--- src/rtl/nic_cpu_core_if.sv ---
// Memory-side bus of nic_cpu_core: program fetch and data load/store,
// each using a req/ack handshake that tolerates wait-stated memories.
interface nic_cpu_core_if #(
    parameter int WIDTH = 8,
    parameter int AW    = 8
);
    logic             imem_req;
    logic [AW-1:0]    imem_addr;
    logic [WIDTH-1:0] imem_rdata;
    logic             imem_ack;
    logic             dmem_req;
    logic             dmem_we;
    logic [AW-1:0]    dmem_addr;
    logic [WIDTH-1:0] dmem_wdata;
    logic [WIDTH-1:0] dmem_rdata;
    logic             dmem_ack;

    modport master (
        output imem_req, imem_addr, dmem_req, dmem_we, dmem_addr, dmem_wdata,
        input  imem_rdata, imem_ack, dmem_rdata, dmem_ack
    );

    modport slave (
        input  imem_req, imem_addr, dmem_req, dmem_we, dmem_addr, dmem_wdata,
        output imem_rdata, imem_ack, dmem_rdata, dmem_ack
    );
endinterface

--- src/rtl/nic_cpu_core.sv ---
// Multi-cycle accumulator CPU (A/B/X/Q registers, carry flag) with WIDTH-bit data,
// AW-bit addresses and external program/data memories behind req/ack handshakes.
module nic_cpu_core #(
    parameter int            WIDTH    = 8,
    parameter int            AW       = 8,
    parameter logic [AW-1:0] RESET_PC = '0
) (
    input  logic              clk,
    input  logic              resetBar,
    nic_cpu_core_if.master    bus,
    output logic [WIDTH-1:0]  out_data,
    output logic              out_valid,
    output logic              halted
);
    typedef enum logic [2:0] {FETCH, EXEC, IMM, MEM, HALT} state_e;

    localparam logic [AW-1:0] PC_ONE = AW'(1);

    state_e           state_q;
    logic [AW-1:0]    pc_q;
    logic [7:0]       ir_q;
    logic [WIDTH-1:0] a_q, b_q, x_q, q_q;
    logic             c_q;
    logic             takeJump_q;
    logic             imemReq_q;
    logic             dmemReq_q;
    logic             dmemWe_q;
    logic             outValid_q;
    logic             halted_q;

    logic [3:0]       op;
    logic [WIDTH:0]   addSum, subSum, adcSum;
    logic [WIDTH-1:0] movSrc;
    logic [AW-1:0]    xAddr, immAddr;

    assign op     = ir_q[7:4];
    assign addSum = {1'b0, a_q} + {1'b0, b_q};
    assign subSum = {1'b0, a_q} + {1'b0, ~b_q} + {{WIDTH{1'b0}}, 1'b1};
    assign adcSum = addSum + {{WIDTH{1'b0}}, c_q};

    always_comb begin
        movSrc = a_q;
        case (ir_q[1:0])
            2'd0:    movSrc = a_q;
            2'd1:    movSrc = b_q;
            2'd2:    movSrc = x_q;
            default: movSrc = q_q;
        endcase
    end

    // X and jump immediates are truncated or zero-extended to the address width.
    if (WIDTH >= AW) begin : gNarrowAddr
        assign xAddr   = x_q[AW-1:0];
        assign immAddr = bus.imem_rdata[AW-1:0];
    end else begin : gWideAddr
        assign xAddr   = {{(AW-WIDTH){1'b0}}, x_q};
        assign immAddr = {{(AW-WIDTH){1'b0}}, bus.imem_rdata};
    end

    assign bus.imem_req   = imemReq_q;
    assign bus.imem_addr  = pc_q;
    assign bus.dmem_req   = dmemReq_q;
    assign bus.dmem_we    = dmemWe_q;
    assign bus.dmem_addr  = xAddr;
    assign bus.dmem_wdata = a_q;
    assign out_data       = q_q;
    assign out_valid      = outValid_q;
    assign halted         = halted_q;

    always_ff @(posedge clk or negedge resetBar) begin
        if (!resetBar) begin
            state_q    <= FETCH;
            pc_q       <= RESET_PC;
            ir_q       <= '0;
            a_q        <= '0;
            b_q        <= '0;
            x_q        <= '0;
            q_q        <= '0;
            c_q        <= 1'b0;
            takeJump_q <= 1'b0;
            imemReq_q  <= 1'b0;
            dmemReq_q  <= 1'b0;
            dmemWe_q   <= 1'b0;
            outValid_q <= 1'b0;
            halted_q   <= 1'b0;
        end else begin
            outValid_q <= 1'b0;
            case (state_q)
                // A FETCH entered with req low (after reset or an ack) raises it first,
                // so a new request never starts in the cycle of the previous ack.
                FETCH: begin
                    if (!imemReq_q) begin
                        imemReq_q <= 1'b1;
                    end else if (bus.imem_ack) begin
                        ir_q      <= bus.imem_rdata[7:0];
                        pc_q      <= pc_q + PC_ONE;
                        imemReq_q <= 1'b0;
                        state_q   <= EXEC;
                    end
                end
                EXEC: begin
                    state_q   <= FETCH;
                    imemReq_q <= 1'b1;
                    case (op)
                        4'h1, 4'h9, 4'hA, 4'hB: begin
                            state_q    <= IMM;
                            takeJump_q <= (op == 4'h9) || ((op == 4'hA) && (a_q == '0)) ||
                                          ((op == 4'hB) && c_q);
                        end
                        4'h2: begin
                            case (ir_q[3:2])
                                2'd0: a_q <= movSrc;
                                2'd1: b_q <= movSrc;
                                2'd2: x_q <= movSrc;
                                default: begin
                                    q_q        <= movSrc;
                                    outValid_q <= 1'b1;
                                end
                            endcase
                        end
                        4'h3: {c_q, a_q} <= addSum;
                        4'h4: {c_q, a_q} <= subSum;
                        4'h5: {c_q, a_q} <= adcSum;
                        4'h6: begin
                            c_q <= a_q[WIDTH-1];
                            a_q <= {a_q[WIDTH-2:0], 1'b0};
                        end
                        4'h7, 4'h8: begin
                            state_q   <= MEM;
                            imemReq_q <= 1'b0;
                            dmemReq_q <= 1'b1;
                            dmemWe_q  <= op[3];
                        end
                        4'hC: begin
                            q_q        <= a_q;
                            outValid_q <= 1'b1;
                        end
                        4'hD: begin
                            state_q   <= HALT;
                            imemReq_q <= 1'b0;
                            halted_q  <= 1'b1;
                        end
                        default: ;
                    endcase
                end
                IMM: begin
                    if (bus.imem_ack) begin
                        imemReq_q <= 1'b0;
                        state_q   <= FETCH;
                        pc_q      <= takeJump_q ? immAddr : pc_q + PC_ONE;
                        if (op == 4'h1) begin
                            case (ir_q[1:0])
                                2'd0:    a_q <= bus.imem_rdata;
                                2'd1:    b_q <= bus.imem_rdata;
                                2'd2:    x_q <= bus.imem_rdata;
                                default: q_q <= bus.imem_rdata;
                            endcase
                        end
                    end
                end
                MEM: begin
                    if (bus.dmem_ack) begin
                        dmemReq_q <= 1'b0;
                        dmemWe_q  <= 1'b0;
                        state_q   <= FETCH;
                        if (!dmemWe_q) a_q <= bus.dmem_rdata;
                    end
                end
                HALT: ;
                default: state_q <= FETCH;
            endcase
        end
    end
endmodule

--- src/flat_wrapper.sv ---
// flat-port wrapper written by rule: the top's interface ports become plain ports
module nic_cpu_core_flat 
#(
    parameter int            WIDTH    = 8,
    parameter int            AW       = 8,
    parameter logic [AW-1:0] RESET_PC = '0
)
  (clk, resetBar, out_data, out_valid, halted, bus_imem_req, bus_imem_addr, bus_dmem_req, bus_dmem_we, bus_dmem_addr, bus_dmem_wdata, bus_imem_rdata, bus_imem_ack, bus_dmem_rdata, bus_dmem_ack);
  nic_cpu_core_if #(.WIDTH(WIDTH), .AW(AW)) bus_i ();
  input  logic clk;
  input  logic resetBar;
  output logic [WIDTH-1:0] out_data;
  output logic out_valid;
  output logic halted;
  output wire logic [$bits(bus_i.imem_req)-1:0] bus_imem_req;
  output wire logic [$bits(bus_i.imem_addr)-1:0] bus_imem_addr;
  output wire logic [$bits(bus_i.dmem_req)-1:0] bus_dmem_req;
  output wire logic [$bits(bus_i.dmem_we)-1:0] bus_dmem_we;
  output wire logic [$bits(bus_i.dmem_addr)-1:0] bus_dmem_addr;
  output wire logic [$bits(bus_i.dmem_wdata)-1:0] bus_dmem_wdata;
  input wire logic [$bits(bus_i.imem_rdata)-1:0] bus_imem_rdata;
  input wire logic [$bits(bus_i.imem_ack)-1:0] bus_imem_ack;
  input wire logic [$bits(bus_i.dmem_rdata)-1:0] bus_dmem_rdata;
  input wire logic [$bits(bus_i.dmem_ack)-1:0] bus_dmem_ack;
  assign bus_imem_req = bus_i.imem_req;
  assign bus_imem_addr = bus_i.imem_addr;
  assign bus_dmem_req = bus_i.dmem_req;
  assign bus_dmem_we = bus_i.dmem_we;
  assign bus_dmem_addr = bus_i.dmem_addr;
  assign bus_dmem_wdata = bus_i.dmem_wdata;
  assign bus_i.imem_rdata = bus_imem_rdata;
  assign bus_i.imem_ack = bus_imem_ack;
  assign bus_i.dmem_rdata = bus_dmem_rdata;
  assign bus_i.dmem_ack = bus_dmem_ack;
  nic_cpu_core #(.WIDTH(WIDTH), .AW(AW), .RESET_PC(RESET_PC)) u_core (.clk(clk), .resetBar(resetBar), .bus(bus_i), .out_data(out_data), .out_valid(out_valid), .halted(halted));
endmodule
--- config.mk ---
export PLATFORM = sky130hd
export DESIGN_NAME = nic_cpu_core_flat
export DESIGN_NICKNAME = d
export VERILOG_FILES = /design/src/rtl/nic_cpu_core_if.sv /design/src/rtl/nic_cpu_core.sv /design/src/flat_wrapper.sv
export SDC_FILE = /design/constraint.sdc
export NUM_CORES = 1
export LEC_CHECK = 0
export BUFFER_PORTS_ARGS = -buffer_cell sky130_fd_sc_hd__buf_2
export CORE_ASPECT_RATIO = 1.75
export CORE_UTILIZATION = 50
export CTS_BUF_LIST = sky130_fd_sc_hd__clkbuf_16
export CTS_CLUSTER_SIZE = 8
export DETAILED_ROUTE_END_ITERATION = 12
export PLACE_DENSITY = 0.66
export SETUP_SLACK_MARGIN = 0.4
export SKIP_CTS_REPAIR_TIMING = 1
export SLEW_MARGIN = 20
export SYNTH_ARGS = -nofsm -noshare
export SYNTH_HDL_FRONTEND = slang
export SYNTH_SLANG_ARGS = --single-unit
--- constraint.sdc ---
create_clock -name clk -period 3.49 [get_ports clk]
set_input_delay 0.698 -clock clk [delete_from_list [all_inputs] [get_ports clk]]
set_output_delay 0.698 -clock clk [all_outputs]
set_load 0.01 [all_outputs]
==> metrics.yaml <==
synth_area_per_cell_um2: 8.912
power.density_mw_per_mm2: 1051
yosysSeqAreaShare_pct: 31.75
antenna_found_initial: 0
hold_viol: 0
start_kind: "flop"
critical_path.max_fanout: 7
run_status: "finished clean"
max-cap-violations: 0
ys_ff_latch: 58
use_met3_pct: 4.307
top_usage_layer: "met2"
place_hpwl_um: 10510
fill_cells: 802
postRouteAntennaNets: 0
path_cells: "ha_1, fa_1, xnor2_2, nand2_1, a21oi_1, xnor2_1, a2111oi_1, o22ai_1, mux2_2"
rows: 45
grt_overflow: 0
p_leak_nw: 2.363
drt-total-wl_um: 13870
fin_crit_ns: 2.867
setup_viol: 0
grtUsageMet2_pct: 52.83
io_pins: 57
dr.first_iter.drc_count: 245
fin_nets: 607
worst-slew-pin-transition_ns: 0.9742
cts_tree: "built"
antenna_cells: 0
rsz0062_at_grt: "false"
syn-cell-area_mm2: 0.004572
final_cell_mix: "nand2_1 (58), dfrtp_1 (58), buf_2 (56), nor2_1 (45), o21ai_0 (44)"
cpPeakStageDelay_ns: 0.47
globalplace.congestion: 0.9200
yosys-top-cells-area: "dfrtp_1 (32%), mux2_2 (5.4%), ha_1 (5.2%), o21ai_0 (4.8%), nand2_1 (4.8%)"
vias: 4227
critPathCaptureType: "flop"
die_h_um: 128.5
r2r_slack_ns: 0.62
clk_pin_slew_ns: 0.05
layout-drive-gt1-share_pct: 22.59
setup_tns_ns: 0
final_util_pct: 60.33
grt_use_total_pct: 31.22
r2r-end: "u_core.bus.dmem_wdata[4]"
async_flop_share_pct: 100.0
wl_per_cell_um: 20.16
yosys.area.top_type: "dfrtp_1"
fp.dieW_um: 74.29
fin_worst_skew_ns: 0.004792
slowest_stage: "fa_1"
synth-warning-count: 0
ys_types: 70
drv_slew: 0
grt_pass1_wl_um: 21890
fin_area_mm2: 0.005299
clock-root-buffer: "clkbuf_16"
cts_buffer_depth: 2
clock_latency_ns: 0.33
drt_first_pass_iters: 5
die-area_mm2: 0.009545
netlist.area_leader.share_pct: 31.75
core_mm2: 0.008783
synth_edf_count: 0
clock_sinks: 58
crit_arrival_ns: 3.08
grt_util_met1_pct: 35.66
drcViolationCount: 0
fmax_mhz: 348.8
initial_utilization_pct: 52.05
criticalPathCategory: "flop to flop"
synthFlopType: "dfrtp_1"
maxSlewHeadroom_pct: 34.92
synth_cells: 513
vias_per_cell: 6.144
peakVddDrop_mv: 0.4880
cts_made_buffers: 9
r2r_start: "u_core.bus.dmem_wdata[0]"
grt_pass1_vias: 4275
grt_max_degree: 44
place_area_mm2: 0.004980
port_buffers: 56
reg2regPathDepth: 9
synth_nets: 554
htree_levels: 3
timing.final.crit_share_pct: 82.16
area_growth_pct: 15.90
crit_required_ns: 3.70
holdCritPathClass: "primary input to asynchronous set/reset pin"
[worst max path at each step]
stage | startpoint | to | slack, ns
floorplan | u_core.bus.dmem_wdata[0] | u_core.bus.dmem_wdata[4] | 0.80
global placement | u_core.bus.dmem_wdata[0] | u_core.bus.dmem_wdata[4] | 0.66
detailed placement | u_core.bus.dmem_wdata[0] | u_core.bus.dmem_wdata[4] | 0.55
CTS | u_core.bus.dmem_wdata[0] | u_core.bus.dmem_wdata[4] | 0.49
global route | u_core.bus.dmem_wdata[0] | u_core.bus.dmem_wdata[4] | 0.43
finish | u_core.bus.dmem_wdata[0] | u_core.bus.dmem_wdata[4] | 0.62
[synth_stat cells, drive strengths merged, types with 3 or more instances]
library cell and n:
nor4b 5, dfrtp 58, nor2 45, ha 19
nand3 12, a21o 3, mux2 31, a211oi 4
o31ai 3, nand2 58, o21ai 47, nand2b 10
o22ai 6, xnor2 8, nor4 6, a221oi 5
mux4 8, mux2i 20, o21bai 4, nor2b 17
buf 9, inv 20, a22oi 4, nor3 10
a21oi 34, or3 3, clkbuf 19, xor2 6
[where the power goes]
group | total, W | internal, W | switching, W
logic | 0.00323 | 0.00137 | 0.00186
clock network | 0.000932 | 0.000616 | 0.000316
registers | 0.00141 | 0.000945 | 0.000461
[stage by stage]
step	total power (W)	hold slack, ns	cells	worst slack [ns]
4_1_cts	0.005533	0.2936	688	0.4881
6_report	0.005569	0.2848	688	0.6226
5_1_grt	0.005943	0.3097	688	0.4328
2_1_floorplan	0.003651	0.4024	513	0.7985
3_5_place_dp	0.004582	0.4542	672	0.5541
3_3_place_gp	0.004523	0.4483	672	0.6583
[worst max-delay path: cells and delay by family (launching register included)]
family	cells	cell delay [ns]
AO/OA/AOI/OAI	3	0.78
adder cells (fa/ha/maj)	2	0.74
flip-flops	1	0.44
XOR/XNOR	2	0.37
multiplexers	1	0.28
AND/OR/NAND/NOR	1	0.15
[logic make-up (layout without fill, tap and decap cells)]
logic type | after synthesis | after routing | share of synthesized area, %
DFF | 58 | 58 | 31.75
and+or+nand+nor | 180 | 180 | 20.36
adders and majority gates | 21 | 21 | 6.076
buffers and inverters | 48 | 106 | 4.488
AOI/OAI and AO/OA | 133 | 133 | 18.53
xor gates and xnor gates | 14 | 14 | 2.846
muxes | 59 | 59 | 15.96
[area by class of cell]
| cell class | instances | area, um^2 | area share, % |
|---|---|---|---|
| clock buffer | 9 | 225.2 | 4.250 |
| clock inverter | 7 | 85.08 | 1.606 |
| inverter | 20 | 75.07 | 1.417 |
| multi-input combinational | 407 | 2930 | 55.30 |
| sequential | 58 | 1451 | 27.39 |
| tap | 117 | 146.4 | 2.763 |
| timing repair buffer | 70 | 385.4 | 7.273 |
[registers in the layout (all words and copies together) (netlist names), 3 cells and up]
name / flops
u_core.ir_q: 8
u_core.bus.imem_addr: 8
u_core.bus.dmem_addr: 8
u_core.bus.dmem_wdata: 8
u_core.state_q: 3
u_core.b_q: 8
u_core.out_data: 8
[per-layer routing]
metal	vias to the layer above	part of all wire, %	routed length, um
li1	1962	-	-
met1	2069	39	5360
met2	141	51	7115
met4	0	5.7	797
met3	55	4.3	597
met5	-	0	0
(Power assumes the default switching activity.)
